### src/rtl/mips32_pkg.sv
// Shared definitions for the MIPS32 core, its boot-time program loader and
// the loader testbench.
//   loader_state_t : loader FSM states
//   IMEM_ADDR_W    : instruction memory word-address width
//   IMEM_DEPTH     : instruction memory depth in 32-bit words
//   Opcodes        : 6-bit primary opcodes (instr[31:26])
package mips32_pkg;

  localparam int IMEM_ADDR_W = 9;
  localparam int IMEM_DEPTH  = 512;

  typedef enum logic [2:0] {
    HDR_HI,
    HDR_LO,
    DATA,
    CSUM,
    DONE,
    ERR
  } loader_state_t;

  localparam logic [5:0] ADD   = 6'b000000;
  localparam logic [5:0] SUB   = 6'b000001;
  localparam logic [5:0] AND   = 6'b000010;
  localparam logic [5:0] OR    = 6'b000011;
  localparam logic [5:0] SLT   = 6'b000100;
  localparam logic [5:0] MUL   = 6'b000101;
  localparam logic [5:0] LW    = 6'b001000;
  localparam logic [5:0] SW    = 6'b001001;
  localparam logic [5:0] ADDI  = 6'b001010;
  localparam logic [5:0] SUBI  = 6'b001011;
  localparam logic [5:0] SLTI  = 6'b001100;
  localparam logic [5:0] BNEQZ = 6'b001101;
  localparam logic [5:0] BEQZ  = 6'b001110;
  localparam logic [5:0] HLT   = 6'b111111;

endpackage

### src/rtl/mips32_byte_packer.sv
// Packs a stream of bytes, big-endian, into 32-bit words.
//   clk_1      : clock
//   rst        : synchronous active-low reset
//   clr        : synchronous clear of the shift register and byte counter
//   byte_en    : shift byte_in in this cycle
//   byte_in    : incoming byte
//   word_valid : one-cycle pulse, the cycle after the 4th byte of a word
//   word       : packed word (complete while word_valid is high)
//   last_byte  : the next accepted byte completes a word
module mips32_byte_packer (
  input  logic        clk_1,
  input  logic        rst,
  input  logic        clr,
  input  logic        byte_en,
  input  logic [7:0]  byte_in,
  output logic        word_valid,
  output logic [31:0] word,
  output logic        last_byte
);

  logic [31:0] sr_p1;
  logic [1:0]  cnt;
  logic        vld_p1;

  assign last_byte  = (cnt == 2'd3);
  assign word_valid = vld_p1;
  assign word       = sr_p1;

  // Stage p1: shift register and word-complete pulse.
  // A byte of the next word may shift in while vld_p1 is high; word is
  // still the complete value during that cycle.
  always_ff @(posedge clk_1) begin
    if (!rst || clr) begin
      sr_p1  <= '0;
      cnt    <= '0;
      vld_p1 <= 1'b0;
    end else begin
      vld_p1 <= byte_en && last_byte;
      if (byte_en) begin
        sr_p1 <= {sr_p1[23:0], byte_in};
        cnt   <= cnt + 2'd1;
      end
    end
  end

endmodule

### src/rtl/mips32_prog_loader.sv
// Boot-time program loader upstream of the MIPS32 instruction fetch stage.
// Accepts a framed byte stream (2-byte big-endian word count N, 4N data
// bytes, 1 checksum byte), writes the words into instruction memory and
// releases the core from reset once the data checksum verifies.
//   clk_1        : clock
//   rst          : synchronous active-low reset
//   in_data      : incoming byte
//   in_valid     : in_data valid
//   in_ready     : loader accepts a byte (transfer on in_valid && in_ready)
//   imem_we      : instruction memory write strobe
//   imem_addr    : instruction memory word address
//   imem_wdata   : instruction word
//   core_rst_n   : active-low core reset, high only after a verified image
//   done         : image loaded and verified (sticky)
//   error        : header or checksum failure (sticky)
//   words_loaded : number of words written so far
module mips32_prog_loader
  import mips32_pkg::*;
#(
  parameter int ADDR_W = IMEM_ADDR_W,
  parameter int CNT_W  = 16
) (
  input  logic              clk_1,
  input  logic              rst,
  input  logic [7:0]        in_data,
  input  logic              in_valid,
  output logic              in_ready,
  output logic              imem_we,
  output logic [ADDR_W-1:0] imem_addr,
  output logic [31:0]       imem_wdata,
  output logic              core_rst_n,
  output logic              done,
  output logic              error,
  output logic [ADDR_W:0]   words_loaded
);

  localparam logic [CNT_W:0] DEPTH_C = (CNT_W+1)'(1) << ADDR_W;

  loader_state_t     state, state_nxt;
  logic [7:0]        cnt_hi;
  logic [CNT_W-1:0]  count;
  logic [CNT_W-1:0]  hdr_full;
  logic [7:0]        acc;
  logic [ADDR_W-1:0] addr_p1;
  logic              recv, hs, hdr_bad, last_word;
  logic              byte_en, pk_clr, pk_last, pk_vld;
  logic [31:0]       pk_word;

  function automatic logic [7:0] csum_add(input logic [7:0] a, input logic [7:0] b);
    return a + b;
  endfunction

  assign recv     = (state == HDR_HI) || (state == HDR_LO) ||
                    (state == DATA)   || (state == CSUM);
  // Gated by rst so no byte can be taken while the loader is held in reset.
  assign in_ready = rst && recv;
  assign hs       = in_valid && in_ready;

  assign hdr_full  = CNT_W'({cnt_hi, in_data});
  assign hdr_bad   = (hdr_full == '0) || ({1'b0, hdr_full} > DEPTH_C);
  // The 4th byte of word index words_loaded is arriving; is it the final word?
  assign last_word = ((CNT_W+1)'(words_loaded) + (CNT_W+1)'(1)) == {1'b0, count};

  assign byte_en = hs && (state == DATA);
  assign pk_clr  = hs && (state == HDR_LO);

  mips32_byte_packer u_packer (
    .clk_1      (clk_1),
    .rst        (rst),
    .clr        (pk_clr),
    .byte_en    (byte_en),
    .byte_in    (in_data),
    .word_valid (pk_vld),
    .word       (pk_word),
    .last_byte  (pk_last)
  );

  always_comb begin
    state_nxt = state;
    case (state)
      HDR_HI: if (hs) state_nxt = HDR_LO;
      HDR_LO: if (hs) state_nxt = hdr_bad ? ERR : DATA;
      // Leave DATA on the last byte itself so the checksum byte can arrive
      // in the same cycle as the final write.
      DATA:   if (byte_en && pk_last && last_word) state_nxt = CSUM;
      CSUM:   if (hs) state_nxt = (csum_add(acc, in_data) == 8'd0) ? DONE : ERR;
      default: state_nxt = state;
    endcase
  end

  always_ff @(posedge clk_1) begin
    if (!rst) state <= HDR_HI;
    else      state <= state_nxt;
  end

  // Stage p1: header, checksum, write address and word count registers.
  always_ff @(posedge clk_1) begin
    if (!rst) begin
      cnt_hi       <= '0;
      count        <= '0;
      acc          <= '0;
      addr_p1      <= '0;
      words_loaded <= '0;
      core_rst_n   <= 1'b0;
    end else begin
      if (hs && (state == HDR_HI)) cnt_hi <= in_data;
      if (pk_clr) begin
        count <= hdr_full;
        acc   <= '0;
      end
      if (byte_en) acc <= csum_add(acc, in_data);
      if (byte_en && pk_last) begin
        addr_p1      <= words_loaded[ADDR_W-1:0];
        words_loaded <= words_loaded + 1'b1;
      end
      core_rst_n <= (state_nxt == DONE);
    end
  end

  assign imem_we    = pk_vld;
  assign imem_addr  = addr_p1;
  assign imem_wdata = pk_word;
  assign done       = (state == DONE);
  assign error      = (state == ERR);

endmodule

### config.mk
export PLATFORM = sky130hd
export DESIGN_NAME = mips32_prog_loader
export DESIGN_NICKNAME = d
export VERILOG_FILES = /design/src/rtl/mips32_pkg.sv /design/src/rtl/mips32_byte_packer.sv /design/src/rtl/mips32_prog_loader.sv
export SDC_FILE = /design/constraint.sdc
export NUM_CORES = 1
export LEC_CHECK = 0
export BUFFER_PORTS_ARGS = -buffer_cell sky130_fd_sc_hd__buf_2
export CAP_MARGIN = 10
export CORE_MARGIN = 1
export CORE_UTILIZATION = 56
export DETAILED_ROUTE_END_ITERATION = 16
export GPL_ROUTABILITY_DRIVEN = 0
export HOLD_SLACK_MARGIN = 0.03
export PLACE_DENSITY = 0.82
export RECOVER_POWER = 25
export REMOVE_ABC_BUFFERS = 1
export SLEW_MARGIN = 10
export SYNTH_ARGS = -nofsm -noshare
export SYNTH_HDL_FRONTEND = slang
export SYNTH_SLANG_ARGS = --single-unit
### constraint.sdc
create_clock -name clk_1 -period 2.5 [get_ports clk_1]
set_input_delay 0.625 -clock clk_1 [delete_from_list [all_inputs] [get_ports clk_1]]
set_output_delay 0.625 -clock clk_1 [all_outputs]
set_load 0.01 [all_outputs]
==> results.cfg, run 1 <==
[worst_hold_path]
hold_path_class = register to register

[synthesis]
synth-edff-count = 0
syn-instance-count = 498
synth_warnings = 0
syn_area_um2 = 4006
ys_types = 50
postSynthRegisterBits = 90
postSynthAreaPerCell_um2 = 8.045
asyncSetResetFlopFracSynth_pct = 0
sequential_share_of_the_synthesized_area_pct = 44.97
yosys_most_used_dff = dfxtp_1

[clock_network]
cell_at_the_root_of_the_clock_tree = clkbuf_8
cts_made_buffers = 9
postCtsHoldBufs = 0
post-cts-setup-buffer-count = 0
cts_tree = built
clock_latency_ns = 0.36
htreeDepth = 3
cts_repair_resize_count = 0
path_clk_slew_ns = 0.10
max-clock-path-buffers = 2
tritoncts_num_sinks = 90

[status]
status = complete, no violations

[grt]
maximum_number_of_pins_on_one_net_before_global_route_repair = 37
antenna_violations_before_repair = 0
grt_util_all_layers_pct = 25.49
gr-total-overflow = 0
grt_pass1_wl_um = 14900
vias_in_the_first_global_route = 3227

[timing]
final_period_minus_worst_setup_slack_ns = 2.333
max-slew-margin-rel_pct = 52.70
tightest_slew_ns = 0.7052
finClkSkew_ns = 0.01137
finalSetupViolCount = 0
grt_setup_unrepaired = false
fin_hold_ws_ns = 0.4566
max_freq_mhz = 428.6
max_slew_vio_count = 0
period_utilization_post_route_pct = 93.33
report.final.hold_viol_count = 0

[final_layout]
final_core_utilization_pct = 66.36
antennaDiodeCount = 0
layout.nets = 573
final_layout_size_suffix_gt1_share_pct = 11.49
stdcell_count = 653
area.growth.synth_to_final_pct = 13.77
fillerInstances = 604

[job]
max_cap_viol_count = 0

[die]
rows = 30
die-height_um = 86.58
fp.dieArea_um2 = 7496
effective_utilization_at_floorplan_pct = 58.32
die_width_um = 86.58
placeable_core_region_um2 = 6869
io_pins = 67

[worst_setup_path]
criticalPathCategory = primary input to register
critical_path.startpoint_type = primary input
crit_path_end_kind = register
cp_max_fanout = 2
worst-endpoint-required_ns = 2.73
crit_arrival_ns = 2.56

[route]
post_drt_wl_per_cell_um = 13.80
vias = 3611
dr.pass1.iters = 5
detail-route-antenna-nets = 0
vias_per_cell = 5.530
drt_iter0_drc = 235
drc = 0
wirelength_um = 9011

[power]
powerDensity_nw_per_um2 = 570.7
power.total_mw = 2.601
leakage_nw = 1.730
vdd_ir_drop_max_v = 0.0002858

[place]
numPlacedInstances = 637
place.detailed.hpwl_um = 6279
port-buffer-count = 66
## per-layer routing
| metal | global-route usage [%] | wire (µm) | up-vias |
|---|---|---|---|
| met5 | 0 | 0 | - |
| met4 | 11.97 | 218 | 0 |
| met3 | 4.381 | 383 | 25 |
| met2 | 41.63 | 4410 | 97 |
| met1 | 32.91 | 3999 | 1697 |
| li1 | - | - | 1792 |
## cell usage in the layout, fill, tap and decap left out, drive strengths merged, types with 9 or more instances in the layout
cell type,Yosys,final
xor2,12,12
buf,15,41
dfxtp,90,90
clkbuf,19,46
xnor2,18,18
a21oi,71,71
ha,9,9
nor2,38,38
nand2,133,133
## final cells by class
cell class / count / area [µm²] / share of cell area [%]
clock buffer: 10 / 137.6 / 3.019
clock inverter: 6 / 56.30 / 1.235
sequential: 90 / 1802 / 39.53
inverter: 3 / 11.26 / 0.2470
tap: 96 / 120.1 / 2.635
timing repair buffer: 77 / 380.4 / 8.345
multi-input combinational: 371 / 2051 / 44.99
## state kept, by name, summed over array words and instances, names as in the netlist, 2 cells and up
| register | flops |
|---|---|
| count | 16 |
| cnt_hi | 8 |
| acc | 8 |
| u_packer.cnt | 2 |
| words_loaded | 10 |
| u_packer.word | 32 |
| state | 3 |
| imem_addr | 9 |
## metrics by stage
stage	TNS, ns	area [µm²]	setup WS (ns)
6_report	0	4558	0.1668
5_1_grt	0	4558	0.04405
4_1_cts	0	4603	0.1912
3_5_place_dp	-0.3552	4409	-0.1855
3_3_place_gp	-0.1517	4409	-0.08394
2_1_floorplan	-9.461	3857	-0.4892
## power by group
| group | internal, mW | total (mW) | switching (mW) |
|---|---|---|---|
| sequential | 1.45 | 1.47 | 0.0212 |
| clock | 0.411 | 0.963 | 0.552 |
| combinational | 0.0596 | 0.167 | 0.107 |
| total | 1.92 | 2.60 | 0.681 |
## kinds of logic (layout without fill, tap and decap cells)
family	Yosys count	in the layout	synth area share, %
AO/OA/AOI/OAI	104	104	14.80
adder cells (fa/ha/maj)	10	10	3.311
multiplexers	8	8	1.999
flip-flops	90	90	44.97
AND/OR/NAND/NOR	219	219	24.36
buffers and inverters	37	96	3.997
XOR/XNOR	30	30	6.558
## worst max-delay path, cell delays in order
cell     delay (ns)
buf_2          0.11
ha_1           0.22
fa_1           0.45
or4b_1         0.55
nor4_1         0.28
a41o_1         0.24
a31oi_1        0.07
## synth_stat cells (3+ instances only)
master	count	area share, %
o21ai_0	5	0.62
nor3b_1	3	0.56
nand4_1	6	0.94
nor2_1	38	3.6
buf_2	14	1.7
a22oi_1	5	0.94
nor4_1	4	0.62
nand2b_1	3	0.47
ha_1	9	2.8
dfxtp_1	90	45
a21oi_1	71	8.9
nand2_1	132	12
clkbuf_1	19	1.8
a21o_1	3	0.56
or3_1	4	0.62
xor2_1	12	2.6
mux2i_1	8	2.0
xnor2_1	18	3.9
o21ai_1	3	0.37
nor3_1	6	0.75
nand3_1	7	0.87
## path summary, 6_finish.rpt
kind | depth (start not counted) | slack [ns] | end | from
setup / recovery | 7 | 0.17 | state[0] | in_data[0]
hold reg to reg | 2 | 0.46 | u_packer.word[25] | u_packer.word[25]
hold / removal | 2 | 0.46 | u_packer.word[25] | u_packer.word[25]
setup reg to reg | 6 | 0.23 | state[0] | acc[0]
Power figures use the tool's default switching activity.
==> run 2: changes to the inputs <==
- CORE_UTILIZATION: 56 -> 60
- PLACE_DENSITY: 0.82 -> 0.87
- clock period: 2.5 -> 2.7 ns (I/O delays scaled with it)
==> results.cfg, run 2 (same netlist as run 1, synthesis figures left out) <==
[worst_setup_path]
crit_path_end_kind = register
ff2ff_setup_slack_ns = 0.47
crit_arrival_ns = 2.66
worst-endpoint-required_ns = 3.02
r2r_start = acc[0]
critical_path.startpoint_type = primary input
critical_path.reg2reg.endpoint = core_rst_n
worstRegToRegCells = 8
criticalPathCategory = primary input to register
cp_max_fanout = 3

[timing]
final_period_minus_worst_setup_slack_ns = 2.347
report.final.hold_viol_count = 0
max_freq_mhz = 426.0
tns_ns = 0
fin_hold_ws_ns = 0.4557
finClkSkew_ns = 0.01231
period_utilization_post_route_pct = 86.94
grt_setup_unrepaired = false
max-slew-margin-rel_pct = 63.97
tightest_slew_ns = 0.5385
max_slew_vio_count = 0
layout_setup_ws_ns = 0.3526
finalSetupViolCount = 0

[power]
logic_pwr_share_pct = 6.4
power.sequential.fraction_pct = 56.7
powerDensity_nw_per_um2 = 533.5
internal-power_mw = 1.755
vdd_ir_drop_max_v = 0.0003435
p_sw_mw = 0.6447
power.clock.fraction_pct = 36.9
leakage_nw = 1.708
power.total_mw = 2.400
switching_share_of_power_pct = 26.86

[final_layout]
largest_reg_flops = 32
area.growth.synth_to_final_pct = 12.30
layout.cells.most_common_list = nand2_1, dfxtp_1, a21oi_1
layout_commonest_cell = nand2_1
layout.nets = 570
antennaDiodeCount = 0
fillerInstances = 542
final_layout_size_suffix_gt1_share_pct = 11.01

[grt]
maximum_number_of_pins_on_one_net_before_global_route_repair = 43
antenna_violations_before_repair = 0
vias_in_the_first_global_route = 3185
grt_util_all_layers_pct = 25.69
grt_pass1_wl_um = 14660
gr-total-overflow = 0

[route]
detail-route-antenna-nets = 0
drt_iter0_drc = 255
vias = 3580
dr.pass1.iters = 5
vias_per_cell = 5.674
wirelength_um = 8785
drc = 0
post_drt_wl_per_cell_um = 13.92

[clock_network]
clock_latency_ns = 0.37
cell_at_the_root_of_the_clock_tree = clkbuf_8
cts_made_buffers = 9
cts_repair_resize_count = 0
post-cts-setup-buffer-count = 0
max-clock-path-buffers = 2
tritoncts_num_sinks = 90
postCtsHoldBufs = 0
path_clk_slew_ns = 0.09
htreeDepth = 3
cts_tree = built

[worst_hold_path]
worst_hold_path.num_cells = 2
hold_path_class = register to register
holdCritStartpoint = imem_addr[6]
holdPathEnd = imem_addr[6]

[place]
place.detailed.hpwl_um = 5941
port-buffer-count = 66
dp_slack_ns = 0.008016

[die]
die-height_um = 83.72
rows = 29
placeable_core_region_um2 = 6386
io_pins = 67
effective_utilization_at_floorplan_pct = 62.74
die_width_um = 83.72
fp.dieArea_um2 = 7008

[status]
status = complete, no violations

[job]
max_cap_viol_count = 0
[run 2: area by class of cell]
type	instances	area, µm²	share of cell area [%]
Inverter	3	11.26	0.2503
Tap cell	77	96.34	2.141
Multi-Input combinational cell	371	2051	45.58
Sequential cell	90	1802	40.04
Timing Repair Buffer	74	345.3	7.675
Clock buffer	9	123.9	2.753
Clock inverter	7	70.07	1.557
[run 2: how the worst max path moves through the flow]
stage	startpoint	endpoint	cells past startpoint
floorplan	in_valid	words_loaded[6]	7
global placement	in_data[0]	state[0]	7
detailed placement	in_data[0]	state[0]	9
CTS	in_data[0]	core_rst_n	9
global route	in_data[0]	core_rst_n	9
finish	in_data[0]	core_rst_n	9
[run 2: stage by stage]
step	cell area (µm²)	utilization (%)	std cells
final	4499	70.45	631
after global routing	4499	70.45	631
after CTS	4544	71.16	631
after detailed placement	4350	68.12	615
after global placement	4350	68.12	615
after floorplan	3857	-	464
[run 2: worst max-delay path, cell delays in order]
cell,delay [ns]
buf_2,0.11
ha_1,0.23
fa_1,0.44
a21o_1,0.19
a21oi_1,0.16
xnor2_1,0.11
nor4_1,0.36
a41o_1,0.25
o211a_1,0.14
[run 2: power by group through the flow]
stage / Sequential (mW) / Combinational (mW) / Clock (mW)
global placement: 1.39 / 0.145 / 0
CTS: 1.36 / 0.151 / 0.903
finish: 1.36 / 0.153 / 0.886
global route: 1.36 / 0.168 / 0.953
floorplan: 1.39 / 0.0947 / 0
detailed placement: 1.39 / 0.150 / 0
[run 2: layer usage]
metal	vias up	GRT usage (%)	wire length, µm
met1	1668	33.56	3977
li1	1792	-	-
met4	0	11.56	183
met5	-	0	0
met3	15	3.858	441
met2	105	42.05	4183
==> run 3: changes to the inputs <==
- PLACE_DENSITY: 0.87 -> 0.93
==> results.cfg, run 3 (same netlist as run 1, synthesis figures left out) <==
[status]
status = complete, no violations

[clock_network]
max-clock-path-buffers = 2
clock_latency_ns = 0.36
cts_repair_resize_count = 0
postCtsHoldBufs = 0
tritoncts_num_sinks = 90
htreeDepth = 3
cell_at_the_root_of_the_clock_tree = clkbuf_8
cts_made_buffers = 9
path_clk_slew_ns = 0.10
cts_tree = built
post-cts-setup-buffer-count = 0

[final_layout]
layout.nets = 570
layout.cells.most_common_list = nand2_1, dfxtp_1, a21oi_1
antennaDiodeCount = 0
fillerInstances = 506
final_layout_size_suffix_gt1_share_pct = 11.01
area.growth.synth_to_final_pct = 12.87
layout_commonest_cell = nand2_1
final_area_um2 = 4522
largest_reg_flops = 32
final_core_utilization_pct = 70.81

[worst_setup_path]
ff2ff_setup_slack_ns = 0.45
crit_path_max_incr_delay_ns = 0.43
worst-endpoint-required_ns = 2.94
critical_path.n_buffers_inverters = 1
critical_path.reg2reg.endpoint = state[0]
cp_max_fanout = 3
crit_arrival_ns = 2.59
critical_path.startpoint_type = primary input
cp_cell_sequence = buf_2 > ha_1 > fa_1 > a21o_1 > a21oi_1 > xnor2_1 > nor4_1 > a41o_1 > a31oi_1
cp_top_family = compound AO/OA/AOI/OAI gates
r2r_start = acc[0]
criticalPathCategory = primary input to register
worstRegToRegCells = 8
cp_slowest_cell = fa_1
crit_path_end_kind = register

[route]
detail-route-antenna-nets = 0
wirelength_um = 9313
post_drt_wl_per_cell_um = 14.76
vias_per_cell = 5.911
drc = 0
dr.pass1.iters = 5
drt_iter0_drc = 276
vias = 3730

[worst_hold_path]
holdCritStartpoint = imem_addr[4]
hold_path_class = register to register
holdPathEnd = imem_addr[4]
worst_hold_path.num_cells = 2

[timing]
max-slew-margin-rel_pct = 63.16
finClkSkew_ns = 0.01270
max_slew_vio_count = 0
fin_hold_ws_ns = 0.4572
period_utilization_post_route_pct = 86.99
grt_setup_unrepaired = false
finalSetupViolCount = 0
tightest_slew_ns = 0.5506
final_period_minus_worst_setup_slack_ns = 2.349
report.final.hold_viol_count = 0
max_freq_mhz = 425.7

[grt]
maximum_number_of_pins_on_one_net_before_global_route_repair = 49
grt_pass1_wl_um = 15000
antenna_violations_before_repair = 0
vias_in_the_first_global_route = 3177
gr-total-overflow = 0
grt_util_all_layers_pct = 26.52

[die]
fp.dieArea_um2 = 7008
rows = 29
die-height_um = 83.72
effective_utilization_at_floorplan_pct = 62.74
die_width_um = 83.72
io_pins = 67
placeable_core_region_um2 = 6386

[power]
powerDensity_nw_per_um2 = 552.2
power.total_mw = 2.497
leakage_nw = 1.722
vdd_ir_drop_max_v = 0.0003805

[job]
max_cap_viol_count = 0

[place]
port-buffer-count = 66
placed_area_um2 = 4350
place.detailed.hpwl_um = 6316
## run 3: stage by stage
stage               cells  worst slack (ns)  TNS, ns
floorplan             464           -0.3392   -5.141
detailed placement    615          0.008659        0
finish                631            0.3512        0
global placement      615           0.05912        0
global route          631            0.2702        0
CTS                   631            0.3938        0
## run 3: worst register-to-register path: cells and delay by family (launching register included)
| kind | cells | cell delay, ns |
|---|---|---|
| AO/OA/AOI/OAI | 4 | 0.71 |
| adder cells (fa/ha/maj) | 2 | 0.65 |
| AND/OR/NAND/NOR | 1 | 0.33 |
| XOR/XNOR | 1 | 0.11 |
| flip-flops | 1 | 0.33 |
## run 3: how the worst max path moves through the flow
stage                 endpoint  startpoint  depth (start not counted)  slack [ns]
2_1_floorplan  words_loaded[6]    in_valid                          7       -0.34
3_3_place_gp          state[0]  in_data[0]                          7        0.06
3_5_place_dp          state[0]  in_data[0]                          7       0.009
4_1_cts               state[0]  in_data[0]                          9        0.39
5_1_grt               state[0]  in_data[0]                          9        0.27
6_report              state[0]  in_data[0]                          9        0.35
## run 3: layout make-up
| cell class | count | area [µm²] | area share, % |
|---|---|---|---|
| Multi-Input combinational cell | 371 | 2051 | 45.35 |
| Sequential cell | 90 | 1802 | 39.85 |
| Timing Repair Buffer | 74 | 345.3 | 7.637 |
| Clock buffer | 9 | 123.9 | 2.739 |
| Tap cell | 77 | 96.34 | 2.131 |
| Clock inverter | 7 | 92.59 | 2.048 |
| Inverter | 3 | 11.26 | 0.2490 |
## run 3: power by group
group | switching (mW) | internal, mW | total (mW)
Combinational | 0.100 | 0.0534 | 0.154
Sequential | 0.0198 | 1.34 | 1.36
Clock | 0.527 | 0.453 | 0.981
Total | 0.648 | 1.85 | 2.50
## run 3: per-layer routing
| metal | routed length (µm) | GRT usage (%) |
|---|---|---|
| met5 | 0 | 0 |
| met2 | 4617 | 43.83 |
| met3 | 553 | 4.748 |
| met1 | 3904 | 34.15 |
| met4 | 237 | 11.09 |
